--- src/rtl/lose_restart_ctrl_pkg.sv ---
// Shared game-state codes and lose_restart_ctrl sub-state encodings.
package lose_restart_ctrl_pkg;

  localparam int STATE_W = 3;

  localparam logic [STATE_W-1:0] GS_INITIAL   = 3'd0;
  localparam logic [STATE_W-1:0] GS_NEW_PIECE = 3'd1;
  localparam logic [STATE_W-1:0] GS_FALL      = 3'd2;
  localparam logic [STATE_W-1:0] GS_LOCK      = 3'd3;
  localparam logic [STATE_W-1:0] GS_CLEAR     = 3'd4;
  localparam logic [STATE_W-1:0] GS_LOSE      = 3'd5;

  typedef enum logic [2:0] {
    SUB_IDLE     = 3'd0,
    SUB_LOCKOUT  = 3'd1,
    SUB_WAIT_REL = 3'd2,
    SUB_ARMED    = 3'd3,
    SUB_HOLD     = 3'd4,
    SUB_REQ      = 3'd5
  } lr_state_e;

  // Counter width able to hold n-1, never narrower than one bit.
  function automatic int timer_w(input int n);
    return ($clog2(n) < 1) ? 1 : $clog2(n);
  endfunction

endpackage

--- src/rtl/lose_restart_ctrl_down_timer.sv ---
// Loadable countdown timer: clear beats load beats decrement; stops at zero, done = (count == 0).
// rst_n is active-high and synchronous; one-cycle registered update, no backpressure.
module down_timer #(
  parameter int W = 8
) (
  input  logic         clk,
  input  logic         rst_n,
  input  logic         clr,
  input  logic         load,
  input  logic [W-1:0] load_val,
  input  logic         en,
  output logic         done
);

  localparam logic [W-1:0] ONE = W'(1);

  logic [W-1:0] count;

  always_ff @(posedge clk) begin
    if (rst_n || clr) begin
      count <= '0;
    end else if (load) begin
      count <= load_val;
    end else if (en && (count != '0)) begin
      count <= count - ONE;
    end
  end

  assign done = (count == '0);

endmodule

--- src/rtl/lose_restart_ctrl.sv ---
// Game-over handler: lockout, clean press-and-hold restart, blink strobe, saturating loss count.
// Registered request output; no backpressure. Optional auto-restart under LOSE_AUTO_RESTART_EN.
module lose_restart_ctrl
  import lose_restart_ctrl_pkg::*;
#(
  parameter int NUM_KEYS     = 2,
  parameter int LOCK_CYCLES  = 50_000_000,
  parameter int HOLD_CYCLES  = 5_000_000,
  parameter int BLINK_CYCLES = 25_000_000,
  parameter int CNT_W        = 8
`ifdef LOSE_AUTO_RESTART_EN
  ,
  parameter int AUTO_CYCLES  = 500_000_000
`endif
) (
  input  logic                clk,
  input  logic                rst_n,
  input  logic [STATE_W-1:0]  game_current_state,
  input  logic [NUM_KEYS-1:0] key_in,
  input  logic [NUM_KEYS-1:0] key_mask,
  output logic [STATE_W-1:0]  game_next_state_lose,
  output logic                blink,
  output logic [CNT_W-1:0]    lose_count,
  output logic                busy
);

  localparam int LOCK_W  = timer_w(LOCK_CYCLES);
  localparam int HOLD_W  = timer_w(HOLD_CYCLES);
  localparam int BLINK_W = timer_w(BLINK_CYCLES);

  localparam logic [LOCK_W-1:0]  LOCK_LOAD  = LOCK_W'(LOCK_CYCLES - 1);
  // The ARMED press cycle already counts as the first held cycle.
  localparam logic [HOLD_W-1:0]  HOLD_LOAD  = HOLD_W'((HOLD_CYCLES >= 2) ? HOLD_CYCLES - 2 : 0);
  localparam logic [BLINK_W-1:0] BLINK_LOAD = BLINK_W'(BLINK_CYCLES - 1);
  localparam logic [CNT_W-1:0]   CNT_ONE    = CNT_W'(1);

  lr_state_e state_q, state_d;

  logic [NUM_KEYS-1:0] eff_key;
  logic                any_key;
  logic                in_lose;
  logic                timer_clr;
  logic                lock_load, lock_en, lock_done;
  logic                hold_load, hold_en, hold_clr, hold_done;
  logic                blink_load, blink_en, blink_done;
  logic [STATE_W-1:0]  next_state_q;

  assign eff_key = key_in & key_mask;
  assign any_key = |eff_key;
  assign in_lose = (game_current_state == GS_LOSE);

`ifdef LOSE_AUTO_RESTART_EN
  localparam int AUTO_W = timer_w(AUTO_CYCLES);
  localparam logic [AUTO_W-1:0] AUTO_LOAD = AUTO_W'(AUTO_CYCLES - 1);

  logic auto_load, auto_en, auto_done;
`endif

  always_ff @(posedge clk) begin
    if (rst_n) begin
      state_q <= SUB_IDLE;
    end else begin
      state_q <= state_d;
    end
  end

  always_comb begin
    state_d   = state_q;
    lock_load = 1'b0;
    lock_en   = 1'b0;
    hold_load = 1'b0;
    hold_en   = 1'b0;
`ifdef LOSE_AUTO_RESTART_EN
    auto_load = 1'b0;
    auto_en   = 1'b0;
`endif
    case (state_q)
      SUB_IDLE: begin
        if (in_lose) begin
          state_d   = SUB_LOCKOUT;
          lock_load = 1'b1;
        end
      end
      SUB_LOCKOUT: begin
        if (lock_done) begin
          state_d = SUB_WAIT_REL;
`ifdef LOSE_AUTO_RESTART_EN
          auto_load = 1'b1;
`endif
        end else begin
          lock_en = 1'b1;
        end
      end
      SUB_WAIT_REL: begin
        if (!any_key) state_d = SUB_ARMED;
      end
      SUB_ARMED: begin
        if (any_key) begin
          if (HOLD_CYCLES == 1) begin
            state_d = SUB_REQ;
          end else begin
            state_d   = SUB_HOLD;
            hold_load = 1'b1;
          end
        end
      end
      SUB_HOLD: begin
        // A release wins over a same-cycle expiry: the hold was not long enough.
        if (!any_key) begin
          state_d = SUB_ARMED;
        end else if (hold_done) begin
          state_d = SUB_REQ;
        end else begin
          hold_en = 1'b1;
        end
      end
      SUB_REQ: begin
        state_d = SUB_REQ;
      end
      default: begin
        state_d = SUB_IDLE;
      end
    endcase

`ifdef LOSE_AUTO_RESTART_EN
    if ((state_q == SUB_WAIT_REL || state_q == SUB_ARMED || state_q == SUB_HOLD)
        && state_d != SUB_REQ) begin
      if (auto_done) state_d = SUB_REQ;
      else           auto_en = 1'b1;
    end
`endif

    // Leaving lose (including the normal REQ exit) always returns to IDLE.
    if (state_q != SUB_IDLE && !in_lose) begin
      state_d = SUB_IDLE;
    end
  end

  assign timer_clr  = (state_d == SUB_IDLE);
  assign hold_clr   = timer_clr || (state_q == SUB_HOLD && state_d == SUB_ARMED);
  assign blink_en   = (state_q != SUB_IDLE) && !timer_clr;
  assign blink_load = (state_q == SUB_IDLE && state_d == SUB_LOCKOUT) || (blink_en && blink_done);

  down_timer #(.W(LOCK_W)) u_lock_timer (
    .clk      (clk),
    .rst_n    (rst_n),
    .clr      (timer_clr),
    .load     (lock_load),
    .load_val (LOCK_LOAD),
    .en       (lock_en),
    .done     (lock_done)
  );

  down_timer #(.W(HOLD_W)) u_hold_timer (
    .clk      (clk),
    .rst_n    (rst_n),
    .clr      (hold_clr),
    .load     (hold_load),
    .load_val (HOLD_LOAD),
    .en       (hold_en),
    .done     (hold_done)
  );

  down_timer #(.W(BLINK_W)) u_blink_timer (
    .clk      (clk),
    .rst_n    (rst_n),
    .clr      (timer_clr),
    .load     (blink_load),
    .load_val (BLINK_LOAD),
    .en       (blink_en),
    .done     (blink_done)
  );

`ifdef LOSE_AUTO_RESTART_EN
  down_timer #(.W(AUTO_W)) u_auto_timer (
    .clk      (clk),
    .rst_n    (rst_n),
    .clr      (timer_clr),
    .load     (auto_load),
    .load_val (AUTO_LOAD),
    .en       (auto_en),
    .done     (auto_done)
  );
`endif

  always_ff @(posedge clk) begin
    if (rst_n) begin
      blink <= 1'b0;
    end else if (timer_clr) begin
      blink <= 1'b0;
    end else if (state_q == SUB_IDLE) begin
      blink <= 1'b1;
    end else if (blink_done) begin
      blink <= ~blink;
    end
  end

  always_ff @(posedge clk) begin
    if (rst_n) begin
      lose_count <= '0;
    end else if (state_q == SUB_IDLE && in_lose && lose_count != '1) begin
      lose_count <= lose_count + CNT_ONE;
    end
  end

  always_ff @(posedge clk) begin
    if (rst_n) begin
      next_state_q <= GS_LOSE;
    end else begin
      next_state_q <= (state_d == SUB_REQ) ? GS_INITIAL : GS_LOSE;
    end
  end

  assign game_next_state_lose = next_state_q;
  assign busy                 = (state_q == SUB_LOCKOUT);

endmodule

--- config.mk ---
export PLATFORM = sky130hd
export DESIGN_NAME = lose_restart_ctrl
export DESIGN_NICKNAME = d
export VERILOG_FILES = /design/src/rtl/lose_restart_ctrl_pkg.sv /design/src/rtl/lose_restart_ctrl_down_timer.sv /design/src/rtl/lose_restart_ctrl.sv
export SDC_FILE = /design/constraint.sdc
export NUM_CORES = 1
export LEC_CHECK = 0
export BUFFER_PORTS_ARGS = -buffer_cell sky130_fd_sc_hd__buf_2
export CAP_MARGIN = 30
export CELL_PAD_IN_SITES_DETAIL_PLACEMENT = 0
export CELL_PAD_IN_SITES_GLOBAL_PLACEMENT = 1
export CORE_UTILIZATION = 51
export DETAILED_ROUTE_END_ITERATION = 16
export MAX_ROUTING_LAYER = met4
export PLACE_DENSITY = 0.92
export SLEW_MARGIN = 20
export SYNTH_ARGS = -nofsm -noshare
export SYNTH_HDL_FRONTEND = slang
export SYNTH_SLANG_ARGS = --single-unit
--- constraint.sdc ---
create_clock -name clk -period 5.12 [get_ports clk]
set_input_delay 0 -clock clk [delete_from_list [all_inputs] [get_ports clk]]
set_output_delay 0 -clock clk [all_outputs]
set_load 0.03 [all_outputs]
==> summary.txt <==
Design Power = 1.27 mW
Mux cell area share after synthesis = 0.858%
RSZ-0062 raised after global routing = no
Comb power frac = 6.5%
RR Endpoint = state_q[0]
Crit path max fanout = 20
Die Span Y = 97.6 um
CTS H-tree depth = 3
Crit path launch type = flop
Detailed Place HPWL = 7310 um
IO buf count = 20
Share of post-route cells with drive strength above 1 = 11.3%
Psw = 0.328 mW
Sequential share of the synthesized area = 37.3%
# nets final = 567
Post-CTS setup buffers = 0
DIE WIDTH = 97.6 um
Post-synth EDFFs = 0
Synth Area in Simple Gates = 29.3%
Clock share of power = 39.4%
Longest Clk Path Bufs = 2
Top cell type by total area after synthesis = dfxtp_1
Final hold vios = 0
Power per cell area = 252 nW/um^2
FFs w/ async S/R, synth = 0%
Placed insts = 647
Internal Power = 0.937 mW
Cell variety after synth = 63
Core area = 8810 um^2
Max frequency = 375 MHz
Final Skew = 12.4 ps
CTS tree = done
Post-route antenna net violation count = 0
Reg2Reg Setup Slack = 2450 ps
Synth Flop Type = dfxtp_1
Switching portion of total power = 25.9%
VDD IR max = 0.105 mV
Worst slack at placement = 2530 ps
Post-CTS Resized = 0
Synth Area per Inst = 8.57 um^2
DR WL/cell = 15.9 um
FF-to-FF Start = u_lock_timer.count[19]
Worst Setup End Kind = flop
R2R depth = 5
Hold_buf cts = 1
Filler cell count = 813
Worst Setup SP = u_lock_timer.count[19]
Max Used Layer = met4
Vias in the first global route = 3,777
DR iter-0 viols = 251
Crit path max-delay family = simple AND/OR/NAND/NOR gates
WL met2 = 4780 um
Post-DP Area = 4800 um^2
Design Area, Final = 5020 um^2
Antenna violations before repair = 0
Area share of fa/ha/maj cells after synthesis = 1.61%
Slowest CP cell = nand4_1
Worst Path Arrival = 2920 ps
Tightest Hold Check Type = in2reg
Highest cell delay on the worst timing path = 770 ps
Fin Setup TNS = 0 ps
WP buf/inv = 0
Fin. max-slew vios = 0
CP Cell Sequence = nor4_1, nand4_1, o21ai_1, nor2_1, o31a_1
Post-synthesis cell area = 4660 um^2
Synth Area in XOR/XNOR = 5.26%
HP Start = key_mask[1]
Post-DR vias/cell = 6.36
Number of remaining DRC errors = 0
Worst EP required = 5370 ps
Critical path destination = state_q[0]
Largest family of logic cells by synthesized area = simple AND/OR/NAND/NOR gates
Synth top area share = 37.3%
Top cells by area, synth = dfxtp_1, a21oi_1, nor2_1
M1 WL = 5150 um
Drt pass-1 iters = 4
Area growth, synth to finish = 7.56%
Syn_nets = 559
Finished Layout Cells = 665
Overall routing resource usage = 23.4%
Fin crit share = 52.1%
Global-route wire length before repair = 17,700 um
Setup slack after layout = 2450 ps
Sink Count = 87
IO Count = 22
Max-Cap Viols = 0
Via count = 4,232
Slew margin rel. = 42.2%
Largest net degree at the start of global routing = 36
Outcome = finished clean
Antenna diodes = 0
Pleak = 1.69 nW
TritonCTS buffer count = 9
Synth Area in Compound Gates = 21.4%
Row cnt = 34
Drt total wl = 10,600 um
Final setup vio count = 0
Initial cell density of the core = 53.0%
Fin crit period = 2670 ps
Grt total ovfl = 0
Gpl congestion = 0.898
Yosys reg bits = 87
Die area = 9530 um^2
Synthesized instance count = 544
Clock root buffer = clkbuf_8
Met3 Routed Length = 428 um
Worst-Margin Slew = 861 ps
Synth warn = 0
Worst-skew pair later-pin latency = 370 ps
Clk slew on worst S/H paths = 90 ps
Flop pwr share = 54.1%
WP depth = 5
WS Path Type = reg2reg
Yosys cell counts (all sizes together) (3+ instances only):
library cell / instances
dfxtp: 87
a21oi: 49
nor2: 48
nand2: 24
or4: 22
o21ai: 20
nor3: 19
or3: 19
a31oi: 18
o31ai: 18
inv: 17
nor4: 17
buf: 15
xor2: 15
nand4: 14
clkbuf: 13
xnor2: 13
nand3: 11
nand2b: 10
o211ai: 7
and3: 6
ha: 6
nor3b: 6
o41ai: 6
a211oi: 5
o2111ai: 5
or2: 5
and4: 4
mux2i: 4
nor4b: 4
a2111oi: 3
a311oi: 3
and2: 3
nand3b: 3
o21a: 3
state kept, by name (all words and copies together), names as in the netlist:
signal	flops
state_q	3
u_hold_timer.count	23
game_next_state_lose	1
u_lock_timer.count	26
lose_count	8
u_blink_timer.count	25
blink	1
power groups by stage:
stage / Combinational [mW] / Clock [mW] / Sequential (mW)
detailed placement: 0.0792 / 0 / 0.700
finish: 0.0820 / 0.499 / 0.685
global placement: 0.0782 / 0 / 0.700
global route: 0.0900 / 0.537 / 0.685
CTS: 0.0802 / 0.510 / 0.685
floorplan: 0.0614 / 0 / 0.701
worst min path at each step:
stage,end,slack [ps],cells past startpoint
after floorplan,lose_count[1],310,2
after global placement,lose_count[5],310,2
after detailed placement,lose_count[7],320,2
after CTS,state_q[1],140,4
after global routing,state_q[1],160,4
final,state_q[1],160,4
through the flow:
stage          utilization [%]  hold WS (ps)
2_1_floorplan                -           308
5_1_grt                   57.0           162
3_3_place_gp              54.3           314
4_1_cts                   56.9           138
3_5_place_dp              54.5           317
6_report                  57.0           157
layout make-up:
type | instances | area, um^2 | share of cell area, %
sequential | 87 | 1740 | 34.7
timing repair buffer | 25 | 136 | 2.72
clock inverter | 7 | 78.8 | 1.57
tap | 108 | 135 | 2.69
multi-input combinational | 412 | 2740 | 54.6
inverter | 17 | 63.8 | 1.27
clock buffer | 9 | 124 | 2.47
layout by cell type (no fill, tap or decap), types with 6 or more instances in the layout:
master	netlist	final
a21oi_1	48	48
a31oi_1	18	18
and3_1	6	6
buf_2	11	20
clkbuf_8	0	9
dfxtp_1	87	87
ha_1	6	6
inv_1	17	17
nand2_1	24	24
nand2b_1	10	10
nand3_1	11	11
nand4_1	13	13
nor2_1	48	48
nor3_1	15	15
nor4_1	11	11
o211ai_1	7	7
o21ai_0	12	12
o21ai_1	8	8
o31ai_1	18	17
o41ai_1	6	6
or3_1	19	19
or4_1	21	21
xnor2_1	13	13
xor2_1	15	15
layer usage:
layer | track usage, % | vias to the layer above
li1 | - | 2095
met1 | 31.3 | 2025
met2 | 35.6 | 94
met3 | 3.53 | 18
met4 | 9.09 | 0
met5 | - | -
cell families after synthesis:
logic type               after synthesis
multiplexers                           4
XOR/XNOR                              28
AND/OR/NAND/NOR                      223
AO/OA/AOI/OAI                        150
flip-flops                            87
other                                  1
buffers and inverters                 45
adder cells (fa/ha/maj)                6
tightest hold or removal path, stage by stage:
cell	delay, ps
buf_2	90
a221oi_1	110
a31oi_1	210
a21oi_1	80
Power figures use the tool's default switching activity.
